==> src/rtl/nearest_search_ctrl_pkg.sv <==
// Shared constants and state encoding for the nearest-value search controller.
package nearest_search_ctrl_pkg;
  localparam int NS_S     = 8;
  localparam int NS_MAX_N = 16;

  typedef enum logic [1:0] {IDLE, SCAN, DONE} ns_state_t;
endpackage

==> src/rtl/nearest_search_ctrl_if.sv <==
// Search request, candidate stream and result bundle between producer, controller and consumer.
interface nearest_search_ctrl_if
  import nearest_search_ctrl_pkg::*;
#(
  parameter int S     = NS_S,
  parameter int MAX_N = NS_MAX_N
) ();
  localparam int CNT_W = $clog2(MAX_N + 1);
  localparam int IDX_W = $clog2(MAX_N);

  logic             start;
  logic [S-1:0]     ref_in;
  logic [CNT_W-1:0] count;
  logic             cand_valid;
  logic [S-1:0]     cand_data;
  logic             cand_ready;
  logic             busy;
  logic             done;
  logic [S-1:0]     best;
  logic [IDX_W-1:0] best_idx;
  logic [S-1:0]     best_dist;

  modport slave (
    input  start, ref_in, count, cand_valid, cand_data,
    output cand_ready, busy, done, best, best_idx, best_dist
  );

  modport master (
    output start, ref_in, count, cand_valid, cand_data,
    input  cand_ready, busy, done, best, best_idx, best_dist
  );
endinterface

==> src/rtl/nearest_search_ctrl_abs_dist_cmp.sv <==
// Combinational "closer of two": distances of a and b from ref, and whether b is at least as close.
module abs_dist_cmp #(
  parameter int S = 8
) (
  input  logic [S-1:0] ref_i,
  input  logic [S-1:0] a_i,
  input  logic [S-1:0] b_i,
  output logic [S-1:0] da_o,
  output logic [S-1:0] db_o,
  output logic         sel_b_o
);
  assign da_o    = (ref_i >= a_i) ? (ref_i - a_i) : (a_i - ref_i);
  assign db_o    = (ref_i >= b_i) ? (ref_i - b_i) : (b_i - ref_i);
  assign sel_b_o = (db_o <= da_o);
endmodule

==> src/rtl/nearest_search_ctrl.sv <==
// Iterative nearest-value search over a valid/ready candidate stream against a latched reference.
// Define NS_EARLY_EXIT_EN to finish the search on the first exact match.
module nearest_search_ctrl
  import nearest_search_ctrl_pkg::*;
#(
  parameter int S     = NS_S,
  parameter int MAX_N = NS_MAX_N
) (
  input  logic                  clk,
  input  logic                  reset,
  nearest_search_ctrl_if.slave  bus
);
  localparam int CNT_W = $clog2(MAX_N + 1);
  localparam int IDX_W = $clog2(MAX_N);
  localparam logic [CNT_W-1:0] MAX_C = CNT_W'(MAX_N);

  ns_state_t        state_q;
  logic [S-1:0]     ref_q, best_q, dist_q;
  logic [IDX_W-1:0] pos_q, idx_q;
  logic [CNT_W-1:0] rem_q;
  logic             ready_q, busy_q, done_q;

  logic [S-1:0]     da, db;
  logic             sel_b, xfer, take, last;
  logic [CNT_W-1:0] cnt_c;

  abs_dist_cmp #(.S(S)) u_cmp (
    .ref_i   (ref_q),
    .a_i     (best_q),
    .b_i     (bus.cand_data),
    .da_o    (da),
    .db_o    (db),
    .sel_b_o (sel_b)
  );

  assign cnt_c = (bus.count > MAX_C) ? MAX_C : bus.count;
  assign xfer  = bus.cand_valid && ready_q;
  // Once a candidate has been taken dist_q tracks da; before that dist_q is all-ones,
  // so any candidate qualifies even though best_q (0) is not a real incumbent.
  assign take  = (da == dist_q) ? sel_b : 1'b1;
`ifdef NS_EARLY_EXIT_EN
  assign last  = (rem_q == CNT_W'(1)) || (db == '0);
`else
  assign last  = (rem_q == CNT_W'(1));
`endif

  always_ff @(posedge clk) begin
    if (reset) begin
      state_q <= IDLE;
      ref_q   <= '0;
      rem_q   <= '0;
      pos_q   <= '0;
      best_q  <= '0;
      idx_q   <= '0;
      dist_q  <= '1;
      ready_q <= 1'b0;
      busy_q  <= 1'b0;
      done_q  <= 1'b0;
    end else begin
      done_q <= 1'b0;
      case (state_q)
        IDLE: begin
          if (bus.start) begin
            ref_q  <= bus.ref_in;
            rem_q  <= cnt_c;
            pos_q  <= '0;
            best_q <= '0;
            idx_q  <= '0;
            dist_q <= '1;
            if (cnt_c == '0) begin
              state_q <= DONE;
              done_q  <= 1'b1;
            end else begin
              state_q <= SCAN;
              ready_q <= 1'b1;
              busy_q  <= 1'b1;
            end
          end
        end
        SCAN: begin
          if (xfer) begin
            if (take) begin
              best_q <= bus.cand_data;
              idx_q  <= pos_q;
              dist_q <= db;
            end
            pos_q <= pos_q + IDX_W'(1);
            rem_q <= rem_q - CNT_W'(1);
            if (last) begin
              state_q <= DONE;
              ready_q <= 1'b0;
              busy_q  <= 1'b0;
              done_q  <= 1'b1;
            end
          end
        end
        DONE:    state_q <= IDLE;
        default: state_q <= IDLE;
      endcase
    end
  end

  assign bus.cand_ready = ready_q;
  assign bus.busy       = busy_q;
  assign bus.done       = done_q;
  assign bus.best       = best_q;
  assign bus.best_idx   = idx_q;
  assign bus.best_dist  = dist_q;
endmodule

==> src/flat_wrapper.sv <==
// flat-port wrapper written by rule: the top's interface ports become plain ports
module nearest_search_ctrl_flat import nearest_search_ctrl_pkg::*;
#(
  parameter int S     = NS_S,
  parameter int MAX_N = NS_MAX_N
)
  (clk, reset, bus_start, bus_ref_in, bus_count, bus_cand_valid, bus_cand_data, bus_cand_ready, bus_busy, bus_done, bus_best, bus_best_idx, bus_best_dist);
  nearest_search_ctrl_if #(.S(S), .MAX_N(MAX_N)) bus_i ();
  input  logic clk;
  input  logic reset;
  input wire logic [$bits(bus_i.start)-1:0] bus_start;
  input wire logic [$bits(bus_i.ref_in)-1:0] bus_ref_in;
  input wire logic [$bits(bus_i.count)-1:0] bus_count;
  input wire logic [$bits(bus_i.cand_valid)-1:0] bus_cand_valid;
  input wire logic [$bits(bus_i.cand_data)-1:0] bus_cand_data;
  output wire logic [$bits(bus_i.cand_ready)-1:0] bus_cand_ready;
  output wire logic [$bits(bus_i.busy)-1:0] bus_busy;
  output wire logic [$bits(bus_i.done)-1:0] bus_done;
  output wire logic [$bits(bus_i.best)-1:0] bus_best;
  output wire logic [$bits(bus_i.best_idx)-1:0] bus_best_idx;
  output wire logic [$bits(bus_i.best_dist)-1:0] bus_best_dist;
  assign bus_i.start = bus_start;
  assign bus_i.ref_in = bus_ref_in;
  assign bus_i.count = bus_count;
  assign bus_i.cand_valid = bus_cand_valid;
  assign bus_i.cand_data = bus_cand_data;
  assign bus_cand_ready = bus_i.cand_ready;
  assign bus_busy = bus_i.busy;
  assign bus_done = bus_i.done;
  assign bus_best = bus_i.best;
  assign bus_best_idx = bus_i.best_idx;
  assign bus_best_dist = bus_i.best_dist;
  nearest_search_ctrl #(.S(S), .MAX_N(MAX_N)) u_core (.clk(clk), .reset(reset), .bus(bus_i));
endmodule
==> config.mk <==
export PLATFORM = sky130hd
export DESIGN_NAME = nearest_search_ctrl_flat
export DESIGN_NICKNAME = d
export VERILOG_FILES = /design/src/rtl/nearest_search_ctrl_pkg.sv /design/src/rtl/nearest_search_ctrl_if.sv /design/src/rtl/nearest_search_ctrl_abs_dist_cmp.sv /design/src/rtl/nearest_search_ctrl.sv /design/src/flat_wrapper.sv
export SDC_FILE = /design/constraint.sdc
export NUM_CORES = 1
export LEC_CHECK = 0
export CAP_MARGIN = 20
export CORE_MARGIN = 10
export CORE_UTILIZATION = 57
export CTS_BUF_LIST = sky130_fd_sc_hd__clkbuf_4 sky130_fd_sc_hd__clkbuf_8
export DETAILED_ROUTE_END_ITERATION = 10
export PLACE_DENSITY = 0.89
export SLEW_MARGIN = 10
export SYNTH_ARGS = -nofsm -noshare
export SYNTH_HDL_FRONTEND = slang
export SYNTH_SLANG_ARGS = --single-unit
==> constraint.sdc <==
create_clock -name clk -period 5.65 [get_ports clk]
set_clock_uncertainty 0.15 [all_clocks]
set_input_delay 1.13 -clock clk [delete_from_list [all_inputs] [get_ports clk]]
set_output_delay 1.13 -clock clk [all_outputs]
set_load 0.01 [all_outputs]
# Word-level counts from Yosys, hierarchy flattened
# Cells that the tools add are included.
[word_totals]
ff_bits = 41
in_bits = 25
output_inout_bits = 23
wordCells = 72
[op_classes]
addsub = 6
n_lt_le_gt_ge = 4
eq_ne = 8
muxes = 36
n_reduce_logical = 9
[op_table]
columns = ["operator", "n"]
rows = [
  ["8-bit two-way mux", 8],
  ["8-bit one-hot mux with 2 select lines", 2],
  ["8-bit subtractor", 4],
  ["8-bit greater-or-equal comparator", 2],
  ["4-bit two-way mux", 4],
  ["4-bit one-hot mux with 2 select lines", 2],
  ["5-bit two-way mux", 3],
  ["5-bit one-hot mux with 2 select lines", 1],
  ["1-bit two-way mux", 9],
  ["8-bit == test", 1],
  ["8-bit <= comparator", 1],
  ["2-bit two-way mux", 4],
  ["2-bit by 1-bit != test with 1-bit output, second input constant", 3],
  ["3-bit AND reduction", 2],
  ["5-bit by 1-bit == test with 1-bit output, second input constant", 1],
  ["5-bit greater-than comparator, second input constant", 1],
  ["5-bit zero test", 1],
  ["5-bit AND reduction", 1],
  ["5-bit by 1-bit subtractor with 5-bit output, second input constant", 1],
  ["4-bit by 1-bit adder with 4-bit output, second input constant", 1],
  ["2-bit != test, second input constant", 2],
  ["1-bit one-hot mux with 2 select lines", 2],
  ["2-bit one-hot mux with 2 select lines", 1],
  ["4-bit AND reduction", 1],
  ["5 further kinds", 5],
]

# Logic depth before layout (Yosys ltp)
# Gate-level depths: netlist of the first run.
[depth]
depth_word = 7
mapped_depth = 24
ltp_nobuf = 22

# Hierarchy
# A second synthesis of the first run with hierarchy kept.
[hier_totals]
hier_cells = 369
area_unflattened_um2 = 3250.6
[by_module_without_submodules]
columns = ["module", "instances", "cells_each", "area_each_um2", "seq_area_each_um2"]
rows = [
  ["nearest_search_ctrl", 1, 171, 1675.4, 820.8],
  ["abs_dist_cmp", 1, 198, 1575.3, 0.0],
]

# Worst setup path after synthesis of the first run
# OpenSTA, ideal clock, no wires.
[synth_timing]
path_type = "input -> register"
start = "in bus_cand_data[0]"
end = "reg u_core.dist_q[7] (netlist: u_core.bus.best_dist[7])"
setup_ps = 122
arrival_time_ps = 4772
t_required_ps = 5378
path_slack_ps = 606
path_stages = 22
path_buffers = 1
path_cell_list = "ha_1 inv_1 fa_1 a21o_1 a21oi_1 o21bai_1 a21oi_1 a21oi_1 clkbuf_1 nor3_1 a21oi_1 xor2_1 ha_1 nand2_1 o21ai_1 nor2_1 a221o_1 nor3_2 nand3b_4 o31ai_4 nand2b_1 o32a_1"
[synth_via]
elab_chain_cells = 6
elab_cells_between_ends = 11
classes_between = "add/sub (2); order compare (2); eq/ne (1); mux (5); reduce/logical (1)"
[synth_rtl]
columns = ["element", "line_no", "rtl"]
rows = [
  ["start, declared", "flat_wrapper.sv:15", "input wire logic [$bits(bus_i.cand_data)-1:0] bus_cand_data;"],
  ["8-bit subtractor or 8-bit greater-or-equal comparator (tied branches)", "nearest_search_ctrl_abs_dist_cmp.sv:13", "assign db_o = (ref_i >= b_i) ? (ref_i - b_i) : (b_i - ref_i);"],
  ["8-bit two-way mux (*)", "nearest_search_ctrl_abs_dist_cmp.sv:13", ""],
  ["8-bit <= comparator", "nearest_search_ctrl_abs_dist_cmp.sv:14", "assign sel_b_o = (db_o <= da_o);"],
  ["1-bit two-way mux", "nearest_search_ctrl.sv:40", "assign take = (da == dist_q) ? sel_b : 1'b1;"],
  ["2-bit by 1-bit != test with 1-bit output (no source line)", "n/a", ""],
  ["4-bit AND reduction (no source line)", "n/a", ""],
  ["end signal, assigned", "nearest_search_ctrl.sv:55", "dist_q <= '1;"],
  ["end signal, assigned", "nearest_search_ctrl.sv:69", "dist_q <= '1;"],
  ["end signal, assigned", "nearest_search_ctrl.sv:85", "dist_q <= db;"],
  ["end, declared", "nearest_search_ctrl.sv:18", "logic [S-1:0] ref_q, best_q, dist_q;"],
]
# Mark *: on every way between the ends. The rest lies on a longest branch, timed or not. The select of a mux whose other input is x is not followed.
# A chain may end at the register's enable or synchronous reset.

# Final worst setup path of the first run
[layout_timing]
start = "in bus_cand_data[0]"
end = "reg u_core.dist_q[1] (netlist: u_core.bus.best_dist[1])"
# Same word-level chain as after synthesis.

==> results.yml, run 1 <==
clock_network:
  clockBufferDepth: 2
  htreeDepth: 2
  clock_latency_ns: 0.29
  cts-root-buf: "clkbuf_8"
  numCtsBuffers: 5
  tritoncts: "built"
  clk_pin_slew_ns: 0.09
  cts_hold_buf: 0
  cts.sinks: 41
synth:
  synth_ff_type: "dfxtp_1"
  ys_ff_latch: 41
  yosysWarnings: 0
  syn_area_um2: 3330
  synth_fa_ha_area_frac: 0.178
  async_reset_ff_frac: 0
  synth_top_family_by_area: "compound AO/OA/AOI/OAI gates"
  synth_edf_count: 0
  yosys.area_share.simple: 0.191
  ys_seq_area_frac: 0.246
  synth_compound_area_frac: 0.228
  synth_top_area_frac: 0.246
  ys_types: 63
  ys_top_cells_by_area: "dfxtp_1 (25%), ha_1 (15%), a21oi_1 (6.5%)"
  avgSynthCellArea_um2: 8.23
  synth.area.mux_share: 0.0214
  synthesis.nets: 475
  yosys.area_share.xor_xnor: 0.0687
  synth.largest_area_cell: "dfxtp_1"
  synthCells: 405
drt:
  viasPerCell: 6.07
  wl_per_cell_um: 17.6
  route.detailed.drc: 0
  drt-initial-drc-count: 240
  first_pass_iters: 5
  num_vias: 3219
  antenna_left: 0
  routed_wl_um: 9340
critical_path:
  worstSetupPathType: "primary input to flip-flop"
  cpPeakStageDelay_ns: 0.50
  crit_buf_inv: 3
  crit_chain: "clkdlybuf4s50_1 -> ha_1 -> inv_1 -> fa_1 -> a21o_1 -> a21oi_1 -> o21bai_1 -> a21oi_2 -> a21oi_2 -> nor3_1 -> a21oi_1 -> xor2_1 -> ha_1 -> nand2_1 -> o21ai_1 -> nor2_1 -> a221o_1 -> nor3_4 -> nand3b_4 -> o31ai_4 -> buf_4 -> nor4_1 -> a21oi_1"
  path_max_fanout: 10
  crit_required_ns: 5.73
  start_kind: "primary input"
  crit_family: "compound AO/OA/AOI/OAI gates"
  critical-path-slowest-cell: "clkdlybuf4s50_1"
  crit_top_cell: "a21oi_1"
  crit_path_end_kind: "flip-flop"
  crit_arrival_ns: 5.55
placed_design:
  gp_congestion: 0.941
  dpl.hpwl_um: 7250
  dpl_cell_area_um2: 3920
  port_buffers: 47
grt:
  track_usage: 0.200
  grt_pass1_vias: 3079
  grt_overflow: 0
  antenna_found_initial: 0
  grt_max_degree: 48
  grt_first_pass_wirelength_um: 14800
power_and_ir_drop:
  p_leak_nw: 1.64
  p_per_area_nw_per_um2: 248
  peakVddDrop_v: 0.000165
timing:
  worst_pin_slew_ns: 0.812
  max_freq_mhz: 183
  slew_headroom: 0.459
  period_share: 0.969
  min_period_ns: 5.47
  rsz0062_at_grt: "yes"
  hold_viol_final: 0
  setup_viol: 0
  maxSlewViolCount: 0
floorplan:
  fp-row-count: 27
  core-area_um2: 5570
  die-area_um2: 9300
  die-height_um: 96.5
  initial_core_util: 0.598
  die_w_um: 96.5
  ios: 48
cells_and_area:
  fillCellCount: 431
  final_nets: 527
  fin_area_um2: 4080
  layout_common_cells: "clkdlybuf4s50_1 (47), a21oi_1 (41), ha_1 (41), dfxtp_1 (41), nand2_1 (39)"
  syn2layout_area_growth_pct: 22.3
  final_util: 0.731
  layout_commonest_cell: "clkdlybuf4s50_1"
  diodes: 0
  drive_gt1_frac: 0.0852
status:
  outcome: "finished, final reports clean"
worst_hold_path:
  min_path_type: "flip-flop to flip-flop"
flow_run:
  max-cap-violations: 0
[worst register-to-register path: stages (launching register included)]
cell	delay, ns
dfxtp_1	0.34
inv_1	0.08
ha_1	0.16
inv_1	0.05
fa_1	0.39
a21o_1	0.19
a21oi_1	0.20
o21bai_1	0.13
a21oi_2	0.23
a21oi_2	0.15
nor3_1	0.17
a21oi_1	0.07
xor2_1	0.19
ha_1	0.34
nand2_1	0.07
o21ai_1	0.17
nor2_1	0.06
a221o_1	0.35
nor3_4	0.16
nand3b_4	0.12
o31ai_4	0.24
buf_4	0.23
nor4_1	0.08
a21oi_1	0.15
[flip-flops by register name (all words and copies together) (netlist names)]
| signal | flops |
|---|---|
| u_core.bus.best | 8 |
| u_core.bus.cand_ready | 1 |
| u_core.bus.done | 1 |
| u_core.ref_q | 8 |
| u_core.state_q | 2 |
| u_core.bus.best_idx | 4 |
| u_core.rem_q | 5 |
| u_core.pos_q | 4 |
| u_core.bus.best_dist | 8 |
[layer usage]
layer,global-route usage,up-vias,wire [µm],part of all wire
li1,-,1544,-,-
met1,0.243,1526,4040,0.43
met2,0.342,126,4470,0.48
met3,0.0424,23,583,0.062
met4,0.0666,0,243,0.026
met5,0,-,0,0
[repair_timing]
action	4_1_cts	5_1_grt
endpoints found under the setup margin	1	20
gates resized for setup	1	5
buffers inserted	0	2
pin swaps	0	3
[cells by family after synthesis]
group	count (synthesis)
AOI/OAI and AO/OA	114
xor gates and xnor gates	23
adders and majority gates	45
buffers and inverters	55
DFF	41
muxes	7
and+or+nand+nor	120
[per-stage QoR]
stage	power (mW)	hold WS [ns]	TNS (ns)	setup slack [ns]	cells
floorplan	0.611	0.307	0	0.606	405
global placement	0.726	0.303	0	0.0729	520
detailed placement	0.735	0.309	-2.13	-0.127	520
CTS	0.991	0.325	0	0.0536	528
global route	1.07	0.335	-0.108	-0.0321	530
finish	1.01	0.323	0	0.177	530
[synthesized netlist by cell type (2+ instances only)]
library cell / count
a211oi_1: 3
a21boi_0: 3
a21o_1: 6
a21oi_1: 43
a21oi_2: 2
a2bb2oi_1: 2
a32oi_1: 2
and3_1: 2
buf_1: 2
buf_2: 5
buf_4: 2
clkbuf_1: 9
dfxtp_1: 41
fa_1: 4
ha_1: 41
inv_1: 37
mux2i_1: 6
nand2_1: 39
nand2b_1: 3
nand3_1: 6
nand3b_1: 13
nand4_1: 4
nand4b_1: 4
nor2_1: 22
nor2b_1: 6
nor3_1: 9
nor3_2: 2
o21a_1: 2
o21ai_0: 17
o21ai_1: 2
o21bai_1: 2
o32a_1: 6
o41ai_1: 8
xnor2_1: 12
xnor3_1: 2
xor2_1: 9
[final cells by class]
type	count	area, µm²	share of cell area
Multi-Input combinational cell	309	2320	0.568
Clock buffer	6	76.3	0.0187
Inverter	37	139	0.0341
Timing Repair Buffer	63	594	0.146
Sequential cell	41	821	0.201
Tap cell	72	90.1	0.0221
Clock inverter	2	38.8	0.00952
[path summary, 6_finish.rpt]
path                          start                      end  slack (ns)  depth (start not counted)
max                bus_cand_data[0]  u_core.bus.best_dist[1]        0.18                         23
min          u_core.bus.best_idx[3]   u_core.bus.best_idx[3]        0.32                          2
max reg2reg         u_core.ref_q[0]  u_core.bus.best_dist[1]        1.10                         23
min reg2reg  u_core.bus.best_idx[3]   u_core.bus.best_idx[3]        0.32                          2
[report_power, final]
group / switching (mW) / total (mW) / internal (mW)
Combinational: 0.243 / 0.444 / 0.200
Sequential: 0.0133 / 0.314 / 0.301
Clock: 0.114 / 0.251 / 0.138
Power figures use the tool's default switching activity.
==> run 2: changes to the inputs <==
--- a/config.mk
+++ b/config.mk
@@ -6,6 +6,7 @@
 export NUM_CORES = 1
 export LEC_CHECK = 0
 export CAP_MARGIN = 20
+export CORE_ASPECT_RATIO = 0.7
 export CORE_MARGIN = 10
 export CORE_UTILIZATION = 57
 export CTS_BUF_LIST = sky130_fd_sc_hd__clkbuf_4 sky130_fd_sc_hd__clkbuf_8
==> run 2 against run 1 <==
Effect of this change:
- combinational power down 0.9%
- cell area down 0.15%
- fmax down 0.12%
- hold slack worse by 0.013 ns
- via count up 0.12%
==> results.yml, run 2 (synthesis results as in run 1) <==
cells_and_area:
  fillCellCount: 441
  stdcell_count: 532
  fin_area_um2: 4070
  layout_common_cells: "clkdlybuf4s50_1 (47), dfxtp_1 (41), a21oi_1 (40), ha_1 (40), nand2_1 (39)"
  final_nets: 526
  drive_gt1_frac: 0.0941
  syn2layout_area_growth_pct: 22.2
  diodes: 0
  final_util: 0.714
  layout_commonest_cell: "clkdlybuf4s50_1"
critical_path:
  crit_path_end_kind: "flip-flop"
  cpPeakStageDelay_ns: 0.50
  crit_arrival_ns: 5.57
  worstSetupPathType: "primary input to flip-flop"
  path_max_fanout: 10
  critical-path-slowest-cell: "clkdlybuf4s50_1"
  start_kind: "primary input"
  crit_chain: "clkdlybuf4s50_1 -> ha_2 -> inv_1 -> fa_2 -> a21o_1 -> a21oi_2 -> o21bai_1 -> a21oi_2 -> a21oi_4 -> nand3b_1 -> o21ai_1 -> xnor2_1 -> ha_1 -> a21oi_1 -> o21ai_2 -> nor2_1 -> a221o_1 -> nor3_2 -> nand3b_4 -> o31ai_4 -> buf_6 -> buf_6 -> nor4_1 -> a21oi_1"
  crit_required_ns: 5.74
power_and_ir_drop:
  p_sw_mw: 0.380
  total_power_mw: 0.953
  seqPwrFrac: 0.329
  p_per_area_nw_per_um2: 234
  peakVddDrop_v: 0.000141
  switching_share: 0.398
  combPwrFrac: 0.461
  p_leak_nw: 1.62
  power_frac_clock: 0.210
  p_int_mw: 0.573
clock_network:
  htreeDepth: 2
  cts-root-buf: "clkbuf_8"
  tritoncts: "built"
  cts_hold_buf: 0
  clockBufferDepth: 2
  clock_latency_ns: 0.31
  numCtsBuffers: 5
  clk_pin_slew_ns: 0.09
  cts.sinks: 41
flow_run:
  max-cap-violations: 0
grt:
  antenna_found_initial: 0
  grt_max_degree: 48
  grt_overflow: 0
  track_usage: 0.203
  grt_first_pass_wirelength_um: 16000
  grt_pass1_vias: 3243
timing:
  min_period_ns: 5.48
  maxSlewViolCount: 0
  setup_viol: 0
  slew_headroom: 0.432
  worst_pin_slew_ns: 0.852
  period_share: 0.970
  max_freq_mhz: 182
  hold_viol_final: 0
placed_design:
  dpl_cell_area_um2: 3910
  gp_congestion: 0.968
  dpl.hpwl_um: 7530
  port_buffers: 47
  place_inst: 521
floorplan:
  die-area_um2: 9350
  initial_core_util: 0.585
  die_w_um: 111
  die-height_um: 84.0
  core-area_um2: 5700
  fp-row-count: 23
  ios: 48
drt:
  routed_wl_um: 9900
  num_vias: 3223
  first_pass_iters: 5
  viasPerCell: 6.06
  wl_per_cell_um: 18.6
  route.detailed.drc: 0
  antenna_left: 0
  drt-initial-drc-count: 290
worst_hold_path:
  min_path_type: "flip-flop to flip-flop"
status:
  outcome: "finished, final reports clean"
run 2: cell count changes in the layout (fill, tap and decap cells not counted), sizes merged:
| cell | delta |
|---|---|
| clkinvlp | +1 |
| buf | -1 |
| clkbuf | -1 |
| bufinv | -1 |
| clkinv | +1 |
run 2: per-layer routing:
| metal | track usage | wire length (µm) | vias up |
|---|---|---|---|
| met3 | 0.0553 | 866 | 26 |
| met5 | 0 | 0 | - |
| met2 | 0.321 | 4330 | 160 |
| met4 | 0.0570 | 231 | 0 |
| met1 | 0.264 | 4470 | 1494 |
| li1 | - | - | 1543 |
run 2: layout make-up:
cell class	instances	area [µm²]	area share
flip-flops and latches	41	821	0.202
clock inverters	3	17.5	0.00430
well taps	75	93.8	0.0231
multi-input cells	309	2340	0.574
inverters	37	139	0.0341
clock buffers	5	68.8	0.0169
repair buffers	62	594	0.146
run 2: through the flow:
step | setup TNS (ns) | hold slack [ns] | worst slack [ns]
global placement | 0 | 0.294 | 0.0385
floorplan | 0 | 0.307 | 0.606
global route | -0.297 | 0.335 | -0.0533
finish | 0 | 0.310 | 0.170
CTS | 0 | 0.311 | 0.0731
detailed placement | -4.79 | 0.302 | -0.270
run 2: worst paths after layout:
path,startpoint,cells after the start,end,slack [ns]
max,bus_cand_data[0],24,u_core.bus.best_dist[1],0.17
min,u_core.bus.best_idx[3],2,u_core.bus.best_idx[3],0.31
min reg2reg,u_core.bus.best_idx[3],2,u_core.bus.best_idx[3],0.31
max reg2reg,u_core.ref_q[0],21,u_core.bus.best_dist[1],1.03
run 2: timing repair:
item | 4_1_cts | 5_1_grt
resized for setup | 1 | 17
endpoints found under the setup margin | 1 | 20
pin swaps | 0 | 8
setup buffers | 0 | 2
gates cloned | 0 | 1
run 2: critical path: cells and delay by family:
family	cells	cell delay (ns)
compound gates	11	1.91
fa+ha+maj	3	0.88
buf+inv	4	0.86
simple gates	5	0.62
xor+xnor	1	0.18
run 2: power by group through the flow:
stage | logic [mW] | registers [mW] | clock network [mW]
after detailed placement | 0.407 | 0.320 | 0
final | 0.440 | 0.314 | 0.200
after floorplan | 0.293 | 0.318 | 0
after global placement | 0.394 | 0.320 | 0
after global routing | 0.476 | 0.315 | 0.212
after CTS | 0.412 | 0.313 | 0.200
